## src/rtl/display_scan_controller.sv

```systemverilog
// display_scan_controller
//   Multiplexed driver for a 4-digit, 7-segment hex display. Each digit gets
//   a short all-off dead time followed by a lit slot whose duty cycle follows
//   a 4-bit brightness level. A new 16-bit value is double-buffered and only
//   reaches the display at a frame boundary, so a frame never shows a mix of
//   old and new digits.
//
// Ports
//   clk          system clock, rising edge
//   rst_n        asynchronous active-low reset
//   value[15:0]  four hex nibbles, [3:0] is digit 0
//   load         request to take value (see handshake note below)
//   ready        high when a new value can be accepted
//   blank_lz     blank leading zeros on digits 1..3 (sampled at frame boundary)
//   brightness   duty level 0..15 (sampled at frame boundary)
//   segment[6:0] active-high segments, bit0=a .. bit6=g (registered)
//   indicator    active-low digit selects, 4'b1110 = digit 0 (registered)
//   frame_pulse  one-cycle pulse in the cycle after each frame boundary
//
// Handshake: a transfer happens on a rising edge where load=1 and ready=1.
// ready then stays low until the pending value has been moved to the display
// at the next frame boundary; load while ready=0 is ignored.

module display_scan_controller #(
   parameter int SLOT_CYCLES = 1024,
   parameter int DEAD_CYCLES = 16
) (
   input  logic        clk,
   input  logic        rst_n,
   input  logic [15:0] value,
   input  logic        load,
   output logic        ready,
   input  logic        blank_lz,
   input  logic [3:0]  brightness,
   output logic [6:0]  segment,
   output logic [3:0]  indicator,
   output logic        frame_pulse
);

   localparam int MAXC = (SLOT_CYCLES > DEAD_CYCLES) ? SLOT_CYCLES : DEAD_CYCLES;
   localparam int PW   = $clog2(MAXC);
   localparam logic [PW-1:0] SLOT_LAST = PW'(SLOT_CYCLES - 1);
   localparam logic [PW-1:0] DEAD_LAST = PW'(DEAD_CYCLES - 1);
   localparam int unsigned   STEP      = SLOT_CYCLES / 16;

   typedef enum logic {BLANK = 1'b0, LIT = 1'b1} state_t;

   state_t          state_q, state_d;
   logic [1:0]      digit_q, digit_d;
   logic [PW-1:0]   phase_q, phase_d;

   logic [15:0]     disp_q, pend_q;
   logic            ready_q;
   logic [3:0]      bright_f;
   logic            blz_f;

   logic            frame_end;
   logic [3:0]      nib;
   logic            lz_blank;
   logic [31:0]     on_limit;
   logic            drive;
   logic [6:0]      seg_d;
   logic [3:0]      ind_d;

   function automatic logic [6:0] hex7(input logic [3:0] n);
      logic [6:0] s;
      case (n)
         4'h0: s = 7'h3F;  4'h1: s = 7'h06;  4'h2: s = 7'h5B;  4'h3: s = 7'h4F;
         4'h4: s = 7'h66;  4'h5: s = 7'h6D;  4'h6: s = 7'h7D;  4'h7: s = 7'h07;
         4'h8: s = 7'h7F;  4'h9: s = 7'h6F;  4'hA: s = 7'h77;  4'hB: s = 7'h7C;
         4'hC: s = 7'h39;  4'hD: s = 7'h5E;  4'hE: s = 7'h79;  default: s = 7'h71;
      endcase
      return s;
   endfunction

   // ---------------- scan FSM ----------------
   always_ff @(posedge clk or negedge rst_n) begin
      if (!rst_n) begin
         state_q <= BLANK;
         digit_q <= 2'd0;
         phase_q <= '0;
      end else begin
         state_q <= state_d;
         digit_q <= digit_d;
         phase_q <= phase_d;
      end
   end

   always_comb begin
      state_d = state_q;
      digit_d = digit_q;
      phase_d = phase_q + 1'b1;
      case (state_q)
         BLANK: begin
            if (phase_q == DEAD_LAST) begin
               state_d = LIT;
               phase_d = '0;
            end
         end
         LIT: begin
            if (phase_q == SLOT_LAST) begin
               state_d = BLANK;
               digit_d = digit_q + 2'd1;
               phase_d = '0;
            end
         end
         default: begin
            state_d = BLANK;
            phase_d = '0;
         end
      endcase
   end

   // Last lit cycle of digit 3: everything sampled "per frame" updates here.
   assign frame_end = (state_q == LIT) && (digit_q == 2'd3) && (phase_q == SLOT_LAST);

   // ---------------- value buffering ----------------
   // pend_valid is the complement of ready_q.
   always_ff @(posedge clk or negedge rst_n) begin
      if (!rst_n) begin
         disp_q   <= 16'h0000;
         pend_q   <= 16'h0000;
         ready_q  <= 1'b1;
         bright_f <= 4'hF;
         blz_f    <= 1'b0;
      end else begin
         // Accept and transfer are exclusive: a transfer needs ready_q=0.
         // A load taken in the boundary cycle therefore waits a full frame.
         if (load && ready_q) begin
            pend_q  <= value;
            ready_q <= 1'b0;
         end else if (frame_end && !ready_q) begin
            disp_q  <= pend_q;
            ready_q <= 1'b1;
         end
         if (frame_end) begin
            bright_f <= brightness;
            blz_f    <= blank_lz;
         end
      end
   end

   assign ready = ready_q;

   // ---------------- digit output ----------------
   always_comb begin
      nib      = disp_q[3:0];
      lz_blank = 1'b0;
      case (digit_q)
         2'd1: begin nib = disp_q[7:4];   lz_blank = (disp_q[15:4]  == 12'h000); end
         2'd2: begin nib = disp_q[11:8];  lz_blank = (disp_q[15:8]  == 8'h00);   end
         2'd3: begin nib = disp_q[15:12]; lz_blank = (disp_q[15:12] == 4'h0);    end
         default: begin nib = disp_q[3:0]; lz_blank = 1'b0; end
      endcase
   end

   // Lit duty: (brightness_f+1)/16 of the slot, starting at phase 0.
   assign on_limit = (32'(bright_f) + 32'd1) * STEP;
   assign drive    = (state_q == LIT) && (32'(phase_q) < on_limit) && !(blz_f && lz_blank);
   assign seg_d    = drive ? hex7(nib) : 7'h00;
   assign ind_d    = drive ? ~(4'b0001 << digit_q) : 4'b1111;

   always_ff @(posedge clk or negedge rst_n) begin
      if (!rst_n) begin
         segment     <= 7'h00;
         indicator   <= 4'b1111;
         frame_pulse <= 1'b0;
      end else begin
         segment     <= seg_d;
         indicator   <= ind_d;
         frame_pulse <= frame_end;
      end
   end

endmodule

```

## config.mk

```make
export PLATFORM = sky130hd
export DESIGN_NAME = display_scan_controller
export DESIGN_NICKNAME = d
export VERILOG_FILES = /design/src/rtl/display_scan_controller.sv
export SDC_FILE = /design/constraint.sdc
export NUM_CORES = 1
export LEC_CHECK = 0
export BUFFER_PORTS_ARGS = -buffer_cell sky130_fd_sc_hd__buf_4
export CORE_MARGIN = 2
export CORE_UTILIZATION = 45
export CTS_CLUSTER_DIAMETER = 200
export CTS_CLUSTER_SIZE = 14
export DETAILED_ROUTE_END_ITERATION = 16
export PLACE_DENSITY = 0.75
export SETUP_SLACK_MARGIN = 0.4
export SYNTH_ARGS = -nofsm -noshare
export SYNTH_HDL_FRONTEND = slang
export SYNTH_SLANG_ARGS = --single-unit
```

## constraint.sdc

```tcl
create_clock -name clk -period 5.35 [get_ports clk]
set_clock_uncertainty 0.1 [all_clocks]
set_input_delay 0.535 -clock clk [delete_from_list [all_inputs] [get_ports clk]]
set_output_delay 0.535 -clock clk [all_outputs]
set_load 0.01 [all_outputs]
```

Word-level counts from Yosys, hierarchy flattened
Memories as Yosys holds them, arrays and structs flattened. Cells that the tools add are included.

Eq/ne operators: 5. Add/subtract/negate cells: 3. Reduce and logical (&&, ||, !) cells: 15. Multipliers: 0. Divide/modulo/power cells: 0. Bitwise operators: 3. Magnitude comparators: 1. Muxes and demuxes: 12. Shift operators: 1.

Operators with widths (number): 2-to-1 mux 10 bit (2); one-hot mux 10 bit (2 select lines) (1); zero test 12 bit (1); one-hot mux 4 bit (3 select lines) (1); < comparator 10 x 11 -> 1 bit (1); adder 10 x 1 -> 10 bit (second input constant) (1); == test 10 bit (second input constant) (1); == test 10 x 4 -> 1 bit (second input constant) (1); zero test 8 bit (1); logical AND 1 bit (7); 2-to-1 mux 7 bit (1); adder 4 x 1 -> 5 bit (second input constant) (1); == test 2 bit (second input constant) (2); zero test 4 bit (1); 2-to-1 mux 1 bit (4); 2-to-1 mux 4 bit (1); inverter 4 bit (1); AND reduction 2 bit (2); << shifter 1 x 2 -> 4 bit (first input constant) (1); one-hot mux 1 bit (3 select lines) (1); adder 2 x 1 -> 2 bit (second input constant) (1); == test 2 x 1 -> 1 bit (second input constant) (1); zero test 1 bit (2); inverter 1 bit (2); 2 further kinds (2).

Memories: 1. RAM bits: 0. Latch bits: 0. Word-level logic and storage cells: 52. Input port bits: 24. Register bits: 63. Memory bits (read-only): 112.

Memory list: (no name shown) (depth 16, width 7, read ports 1, clocked after Yosys merged registers in 0, write ports 0, line 67) `case (n)`.

Logic depth before layout (Yosys ltp)
Gate-level depths: netlist of the first run.

Depth after elaboration: 6. Gate-level depth with buffers: 10.

Worst setup path after synthesis of the first run
OpenSTA, ideal clock, no wires.

Path kind: reg2reg. Start point: register digit_q[0]. End point: register segment[6]. Stages on the path, launching flop included: 10. Period minus slack after synthesis: 2255 ps. Setup slack: 3095 ps. Arrival: 2051 ps. Required time: 5146 ps. Cell sequence: dfrtp_1 -> inv_1 -> ha_1 -> inv_1 -> o21ai_0 -> inv_1 -> ha_1 -> nand2_1 -> o21ai_0 -> a221oi_1.

Longest elaborated chain between the ends: 6.

Ends and longest elaborated chain: start, declared (line 49) `logic [1:0] digit_q, digit_d;`; start signal, assigned (line 84) `digit_q <= digit_d;`; branches (longest 5 deep; another with memory read (16 x 7 bit)); 2-to-1 mux 7 bit (*) (line 160) `assign seg_d = drive ? hex7(nib) : 7'h00;`; net seg_d[6] (line 62) `logic [6:0] seg_d;`; end signal, assigned (line 169) `segment <= seg_d;`; end, declared (line 35) `output logic [6:0] segment,`.

Mark *: on every way through the listed nets, which the timed path passes. A chain may end at the register's enable or synchronous reset.

Worst setup path in the final report of the first run
Ends and elaborated chain as after synthesis.

==> results.cfg, run 1 <==
[clocking]
cts_setup_buffers = 0
cts_tree = built
cts_buffers = 9
cts_resized = 0
clkTransAtPathRegs_ns = 0.07
cts_root_buffer = clkbuf_8
htreeDepth = 3
clk_path_buf_depth = 2
cts_hold_buf = 0
numClockSinks = 63
clk_latency_ns = 0.34

[timing]
tightest_slew_ns = 0.914
period_share_pct = 50.8
setup_viol = 0
setup_tns_ns = 0
hold-worst-slack_ns = 0.164
slew_headroom_pct = 38.4
rsz0062_at_grt = false
drv_slew = 0
fmax_mhz = 368
period_minus_slack_ns = 2.72
hold_viol = 0

[routing]
drcViolationCount = 0
routed_wirelength_um = 5330
num_vias = 1837
drtPass1Iterations = 7
ant_nets = 0
initialDrtViolationCount = 110
via_per_inst = 5.25
wl_per_cell_um = 15.2

[power_and_ir_drop]
p_seq_share_pct = 47.3
p_sw_share_pct = 19.9
p_switching_mw = 0.204
powerDensity_nw_per_um2 = 291
p_total_mw = 1.03
pwr-share-comb_pct = 3.6
vdd_drop_max_mv = 0.241
intPower_mw = 0.821
p_leak_nw = 1.71
clockPowerShare_pct = 49.1

[critical_path]
start_kind = flop
r2r-end = segment[6]
crit_start = digit_q[0]
cp.required_ns = 5.48
rrSetupSlack_ns = 2.63
critPathCaptureType = flop
crit-reg2reg-launch = digit_q[0]
cp.arrival_ns = 2.85
path_class = reg -> reg
cp_max_fo = 7
ff2ff_path_depth = 9

[yosys]
synth_top_family_by_area = multiplexers
synth_edf_count = 0
ys_types = 45
synth_compound_area_share_pct = 6.84
synthesis.area_um2 = 2970
synthArstFlopShare_pct = 100
syn_avg_cell_area_um2 = 13.1
netlist_instances = 227
ys_ff_latch = 63
synth-seq-area-share_pct = 53.5
yosys.area_share.simple_pct = 9.28
synth_adder_area_share_pct = 6.75
synth_mux_area_share_pct = 17.3
yosysWarnings = 0
synth_xor_xnor_area_share_pct = 3.25
syn-num-nets = 267
synth_ff_type = dfrtp_1

[cells_and_area]
antenna_cells = 0
fin_cells = 350
syn2layout_area_growth_pct = 18.9
fin_nets = 308
final_area_um2 = 3530
drive_above_1_share_pct = 38.8

[hold_path]
hp-class = in -> async

[grt]
grt_start_max_net_pins = 64
track_usage_pct = 16.3
gr-max-usage-layer = met2
met2_usage_pct = 24.2
antenna_found_initial = 0
use_met3_pct = 4.09
grt_pass1_wl_um = 9180
use_met1_pct = 22.0
overflow = 0
grt_pass1_vias = 1885

[die]
design.core.area_um2 = 6350
dieArea_um2 = 7250
initial_core_util_pct = 46.7
die_w_um = 85.2
die_h_um = 85.2
std_cell_rows = 29
pin_count = 37

[outcome]
status = complete, no violations

[placement]
portBuffers = 36
gp_congestion = 0.755
dp.final_hpwl_um = 3820
place_inst = 334
place_area_um2 = 3280

[run]
drv_cap = 0
-- metal layers --
layer,up-vias,part of all wire (%)
met1,876,47
met2,59,44
li1,888,-
met5,-,0
met4,0,2.9
met3,14,5.2
-- critical path: stages (launching register included) --
cell	delay [ns]
dfrtp_1	0.43
inv_1	0.12
ha_1	0.21
inv_1	0.11
o21ai_0	0.75
inv_1	0.17
ha_1	0.28
nand2_1	0.07
o21ai_0	0.09
a221oi_1	0.28
-- sequential cells by signal, indices dropped and copies added, names as in the netlist --
register,cells
ready,1
digit_q,2
bright_f,4
state_q,1
blz_f,1
segment,7
disp_q,16
indicator,4
phase_q,10
pend_q,16
frame_pulse,1
-- layout by cell type, fill, tap and decap left out, drive strengths merged, types with 5 or more instances in the layout --
cell    Yosys  routed
buf         5      36
clkbuf      1      10
dfrtp      54      54
dfstp       9       9
ha         16      16
inv        11      11
mux2       38      38
mux2i       5       5
nand2      12      12
nand3       5       5
nor2       13      13
xnor2       5       5
xor2        6       6
-- synthesized netlist by cell type, types with 2 or more instances --
| library cell | count | share of area (%) |
|---|---|---|
| xor2_1 | 6 | 1.8 |
| nand3_1 | 5 | 0.84 |
| o21a_1 | 2 | 0.51 |
| nor3_1 | 2 | 0.34 |
| buf_2 | 3 | 0.51 |
| nor4_1 | 4 | 0.84 |
| nor2_1 | 13 | 1.6 |
| a221oi_1 | 3 | 0.89 |
| a21oi_1 | 4 | 0.68 |
| ha_1 | 16 | 6.8 |
| dfstp_2 | 9 | 8.0 |
| dfrtp_1 | 54 | 46 |
| xnor2_1 | 5 | 1.5 |
| mux2i_1 | 5 | 1.7 |
| and3_1 | 3 | 0.63 |
| inv_1 | 11 | 1.4 |
| mux2_2 | 29 | 11 |
| o21ai_0 | 4 | 0.68 |
| nand2_1 | 12 | 1.5 |
| a222oi_1 | 3 | 1.0 |
| mux2_4 | 9 | 4.6 |
| nor2b_1 | 2 | 0.42 |
-- through the flow --
stage | worst slack [ns] | util (%)
floorplan | 3.10 | -
global placement | 2.84 | 51.7
detailed placement | 2.72 | 51.7
CTS | 2.71 | 55.5
global route | 2.43 | 55.5
finish | 2.63 | 55.5
-- final cells by class --
type / instances / area (um2)
Fill cell: 521 / 2820
Sequential cell: 63 / 1590
Multi-Input combinational cell: 147 / 1290
Timing Repair Buffer: 36 / 270
Clock buffer: 10 / 138
Clock inverter: 6 / 108
Tap cell: 77 / 96.3
Inverter: 11 / 41.3
-- cells by family (layout without fill, tap and decap cells) --
group	count (synthesis)	in the layout
and+or+nand+nor	50	50
adders and majority gates	16	16
DFF	63	63
buffers and inverters	17	63
xor gates and xnor gates	11	11
AOI/OAI and AO/OA	27	27
muxes	43	43
-- how the worst max path moves through the flow --
stage / end
2_1_floorplan: segment[6]
5_1_grt: segment[5]
3_5_place_dp: segment[6]
6_report: segment[6]
4_1_cts: segment[6]
3_3_place_gp: segment[6]
-- power groups by stage --
| stage | logic, mW | registers [mW] | clock network (mW) |
|---|---|---|---|
| floorplan | 0.00924 | 0.494 | 0 |
| global placement | 0.0373 | 0.493 | 0 |
| detailed placement | 0.0381 | 0.493 | 0 |
| CTS | 0.0382 | 0.485 | 0.512 |
| global route | 0.0420 | 0.485 | 0.536 |
| finish | 0.0368 | 0.485 | 0.504 |
No activity file was read; power rests on OpenSTA's default activity.
==> run 2: changes to the inputs <==
- PLACE_DENSITY: 0.75 -> 0.78
- clock period: 5.35 -> 2.25 ns (I/O delays scaled with it)
==> run 2 against run 1 <==
Effect of this change: the run now ends with setup timing left; critical path type unchanged; core utilization increased by 9.6 points; sequential share of layout area decreased by 6.6 points; largest power group is now registers; count of clock-buffer cells in the layout increased by 1; sequential power increased by 140%; register-to-register slack got worse by 2.7 ns; cell area increased by 17%; final cell count increased by 13%; clock power increased by 95%; worst hold slack got worse by 0.15 ns; routed wire length increased by 17%.
==> results.cfg, run 2 (same netlist as run 1, synthesis figures left out) <==
[outcome]
status = finished with violations
violations = setup timing

[critical_path]
critPathCaptureType = flop
crit-reg2reg-launch = bright_f[0]
cp.arrival_ns = 2.46
start_kind = flop
ff2ff_path_depth = 10
cp_max_fo = 5
cp.required_ns = 2.43
rrSetupSlack_ns = -0.03
r2r-end = segment[3]
path_class = reg -> reg

[placement]
pre_cts_ws_ns = -0.0750
portBuffers = 36
dp.final_hpwl_um = 3840
gp_congestion = 0.821

[die]
die_h_um = 85.2
std_cell_rows = 29
die_w_um = 85.2
pin_count = 37
initial_core_util_pct = 46.7
design.core.area_um2 = 6350
dieArea_um2 = 7250

[hold_path]
hp-class = in -> reg
hp-start = blank_lz
min_to = blz_f
hold_depth = 2

[routing]
routed_wirelength_um = 6230
ant_nets = 0
drcViolationCount = 0
initialDrtViolationCount = 75
drtPass1Iterations = 5
via_per_inst = 5.27
wl_per_cell_um = 15.8
num_vias = 2081

[power_and_ir_drop]
powerDensity_nw_per_um2 = 548
vdd_drop_max_mv = 0.494
p_leak_nw = 1.94

[clocking]
cts_root_buffer = clkbuf_8
htreeDepth = 3
clkTransAtPathRegs_ns = 0.07
numClockSinks = 63
cts_buffers = 9
clk_latency_ns = 0.35
clk_path_buf_depth = 2
cts_tree = built

[timing]
slew_headroom_pct = 48.8
period_minus_slack_ns = 2.28
fmax_mhz = 439
hold_viol = 0
fin_ws_ns = -0.0284
period_share_pct = 101
tightest_slew_ns = 0.769
drv_slew = 0
rsz0062_at_grt = true
setup_viol = 4

[cells_and_area]
fin_nets = 354
final_cell_mix = buf_4, dfrtp_1, mux2_2
fin_util_pct = 65.1
syn2layout_area_growth_pct = 39.5
antenna_cells = 0
drive_above_1_share_pct = 53.1
reg_top3 = disp_q x16, pend_q x16, phase_q x10
mostFrequentLayoutCell = buf_4

[run]
drv_cap = 0

[grt]
grt_pass1_wl_um = 10600
grt_start_max_net_pins = 64
grt_pass1_vias = 2204
track_usage_pct = 18.9
overflow = 0
antenna_found_initial = 0
[run 2: worst max-delay path by stage]
stage	start	endpoint	slack (ns)
3_5_place_dp	bright_f[0]	segment[5]	-0.07
3_3_place_gp	bright_f[0]	segment[4]	0.05
4_1_cts	bright_f[0]	segment[4]	0.03
5_1_grt	bright_f[0]	segment[4]	-0.15
6_report	bright_f[0]	segment[3]	-0.03
2_1_floorplan	bright_f[0]	segment[5]	0.19
[run 2: per-stage QoR]
stage / power, mW / area [um2] / std cells / TNS [ns] / hold slack, ns
floorplan: 1.20 / 3020 / 227 / 0 / -0.171
global placement: 1.26 / 3390 / 340 / 0 / 0.246
detailed placement: 1.26 / 3390 / 340 / -0.0810 / 0.249
CTS: 2.28 / 4060 / 392 / 0 / 0.000890
global route: 2.35 / 4140 / 395 / -0.662 / 0.00575
finish: 2.27 / 4140 / 395 / -0.0818 / 0.0122
[run 2: what timing repair did]
action / CTS / global route
hold buffers: 14 / 2
resized for setup: 32 / 15
gates cloned: 1 / 0
setup buffers: 22 / 1
hold endpoints to repair: 67 / 2
endpoints found under the setup margin: 32 / 28
pin swaps: 13 / 9
[run 2: report_power, final]
group          switching, mW  internal, mW
clock network          0.425         0.559
registers            0.00665          1.15
logic                 0.0542        0.0746
total                  0.486          1.78
[run 2: area by class of cell]
type / instances / area [um2]
Inverter: 11 / 41.3
Tap cell: 77 / 96.3
Sequential cell: 63 / 1590
Fill cell: 462 / 2210
Clock buffer: 11 / 151
Multi-Input combinational cell: 147 / 1490
Timing Repair Buffer: 82 / 719
Clock inverter: 4 / 45.0
[run 2: critical path: stages (launching register included)]
cell,delay [ns]
dfstp_2,0.54
buf_6,0.10
ha_4,0.19
inv_2,0.06
ha_4,0.18
o21a_1,0.09
o21a_1,0.17
o31ai_2,0.22
o211ai_1,0.26
buf_4,0.21
nor2_2,0.09
[run 2: metal layers]
layer	up-vias	global-route usage (%)	share of wire [%]
met5	-	0	0
li1	981	-	-
met1	1027	23.5	42
met4	0	6.20	1.5
met3	12	7.39	5.5
met2	61	30.4	51
==> run 3: changes to the inputs <==
- BUFFER_PORTS_ARGS: -buffer_cell sky130_fd_sc_hd__buf_4 -> -buffer_cell sky130_fd_sc_hd__buf_2
- CORE_MARGIN: 2 -> default
==> run 3 against run 2 <==
Effect of this change: the run still ends with setup timing left; core utilization shrank 4.5 points; setup slack gained 0.024 ns; cell area shrank 6.9%; routed wire length shrank 6.7%; via count shrank 4.9%; non-clock buffer count shrank 16; fmax grew 1.1%; final cell count shrank 3.8%; largest power group unchanged.
==> results.cfg, run 3 (same netlist as run 1, synthesis figures left out) <==
[power_and_ir_drop]
p_total_mw = 2.23
powerDensity_nw_per_um2 = 579
p_leak_nw = 1.79
vdd_drop_max_mv = 0.591

[timing]
slew_headroom_pct = 58.8
setup_viol = 1
period_share_pct = 100
period_minus_slack_ns = 2.25
fin_ws_ns = -0.00400
hold_viol = 0
drv_slew = 0
fmax_mhz = 444
tightest_slew_ns = 0.616
rsz0062_at_grt = true
setup_tns_ns = -0.00400

[critical_path]
ff2ff_path_depth = 9
crit_family = compound AO/OA/AOI/OAI gates
critPathCaptureType = flop
path_class = reg -> reg
cp.arrival_ns = 2.44
crit_cells = 9
cp_max_fo = 6
crit-reg2reg-launch = bright_f[0]
r2r-end = segment[1]
crit_start = bright_f[0]
cp.required_ns = 2.43
rrSetupSlack_ns = -0.004
crit_chain = ha_4 -> inv_4 -> ha_4 -> o21a_1 -> o21a_1 -> o31ai_4 -> buf_4 -> o211a_1 -> o221a_2
cp_slowest_stage_delay_ns = 0.57
worst-path-buf-inv = 2
start_kind = flop
timing.critical_path.to = segment[1]
slowest_stage = dfstp_2

[routing]
routed_wirelength_um = 5810
wl_per_cell_um = 15.3
drtPass1Iterations = 5
drcViolationCount = 0
ant_nets = 0
num_vias = 1979
initialDrtViolationCount = 71
via_per_inst = 5.21

[placement]
gp_congestion = 0.832
dp.final_hpwl_um = 3750
place_area_um2 = 3310
portBuffers = 36
place_inst = 341

[clocking]
clk_latency_ns = 0.35
cts_root_buffer = clkbuf_8
clkTransAtPathRegs_ns = 0.07
numClockSinks = 63
cts_tree = built
clk_path_buf_depth = 2
cts_buffers = 9
htreeDepth = 3

[grt]
antenna_found_initial = 0
overflow = 0
track_usage_pct = 18.6
grt_pass1_wl_um = 9880
grt_pass1_vias = 2056
grt_start_max_net_pins = 64

[die]
design.core.area_um2 = 6350
initial_core_util_pct = 46.7
dieArea_um2 = 6920
std_cell_rows = 29
die_w_um = 83.2
die_h_um = 83.2
pin_count = 37

[outcome]
violations = setup timing
status = finished with violations

[cells_and_area]
fin_nets = 338
fin_cells = 380
syn2layout_area_growth_pct = 29.9
mostFrequentLayoutCell = dfrtp_1
multiInputGateArea_um2 = 1450
nFillCells = 495
antenna_cells = 0
final_area_um2 = 3850
drive_above_1_share_pct = 48.8
final_cell_mix = dfrtp_1, buf_2, mux2_2
register_area_um2 = 1590
reg_top3 = disp_q x16, pend_q x16, phase_q x10

[run]
drv_cap = 0

[hold_path]
hp-class = in -> reg
run 3: per-stage QoR:
step / hold WS, ns / utilization (%) / setup slack [ns]
6_report: 0.0143 / 60.7 / -0.00400
5_1_grt: 0.00304 / 60.7 / -0.117
4_1_cts: 0.000229 / 58.8 / 0.00876
3_5_place_dp: 0.158 / 52.1 / -0.0724
3_3_place_gp: 0.154 / 52.1 / 0.0673
2_1_floorplan: -0.171 / - / 0.192
run 3: how the worst min path moves through the flow:
| stage | endpoint | startpoint | cells after the start | slack [ns] |
|---|---|---|---|---|
| after global routing | pend_q[1] | value[1] | 2 | 0.003 |
| after floorplan | blz_f | rst_n | 0 | -0.17 |
| after CTS | pend_q[11] | value[11] | 2 | 0.0002 |
| final | pend_q[11] | value[11] | 2 | 0.01 |
| after global placement | pend_q[1] | rst_n | 2 | 0.15 |
| after detailed placement | pend_q[2] | rst_n | 2 | 0.16 |
run 3: what timing repair did:
| item | 4_1_cts | 5_1_grt |
|---|---|---|
| gates cloned | 1 | 0 |
| hold buffers | 12 | 2 |
| pin swaps | 8 | 6 |
| buffers inserted | 5 | 3 |
| hold endpoints to repair | 65 | 2 |
| endpoints found under the setup margin | 32 | 32 |
| resized for setup | 14 | 18 |
run 3: area by class of cell:
cell class                 count  share of cell area (%)
clock buffer                  10                    3.57
clock inverter                 6                    1.56
inverter                      11                    1.14
multi-input combinational    147                    37.6
sequential                    63                    41.4
tap                           77                    2.50
timing repair buffer          66                    12.2
run 3: routing by layer:
layer / GRT usage (%) / up-vias / share of wire, %
li1: - / 951 / -
met1: 22.8 / 964 / 44
met2: 29.8 / 60 / 50
met3: 6.16 / 4 / 5.1
met4: 8.46 / 0 / 0.59
met5: 0 / - / 0
run 3: report_power, final:
group,total [mW],internal [mW],switching [mW]
sequential,1.15,1.15,0.00661
clock,0.966,0.535,0.431
combinational,0.110,0.0591,0.0510
total,2.23,1.74,0.489
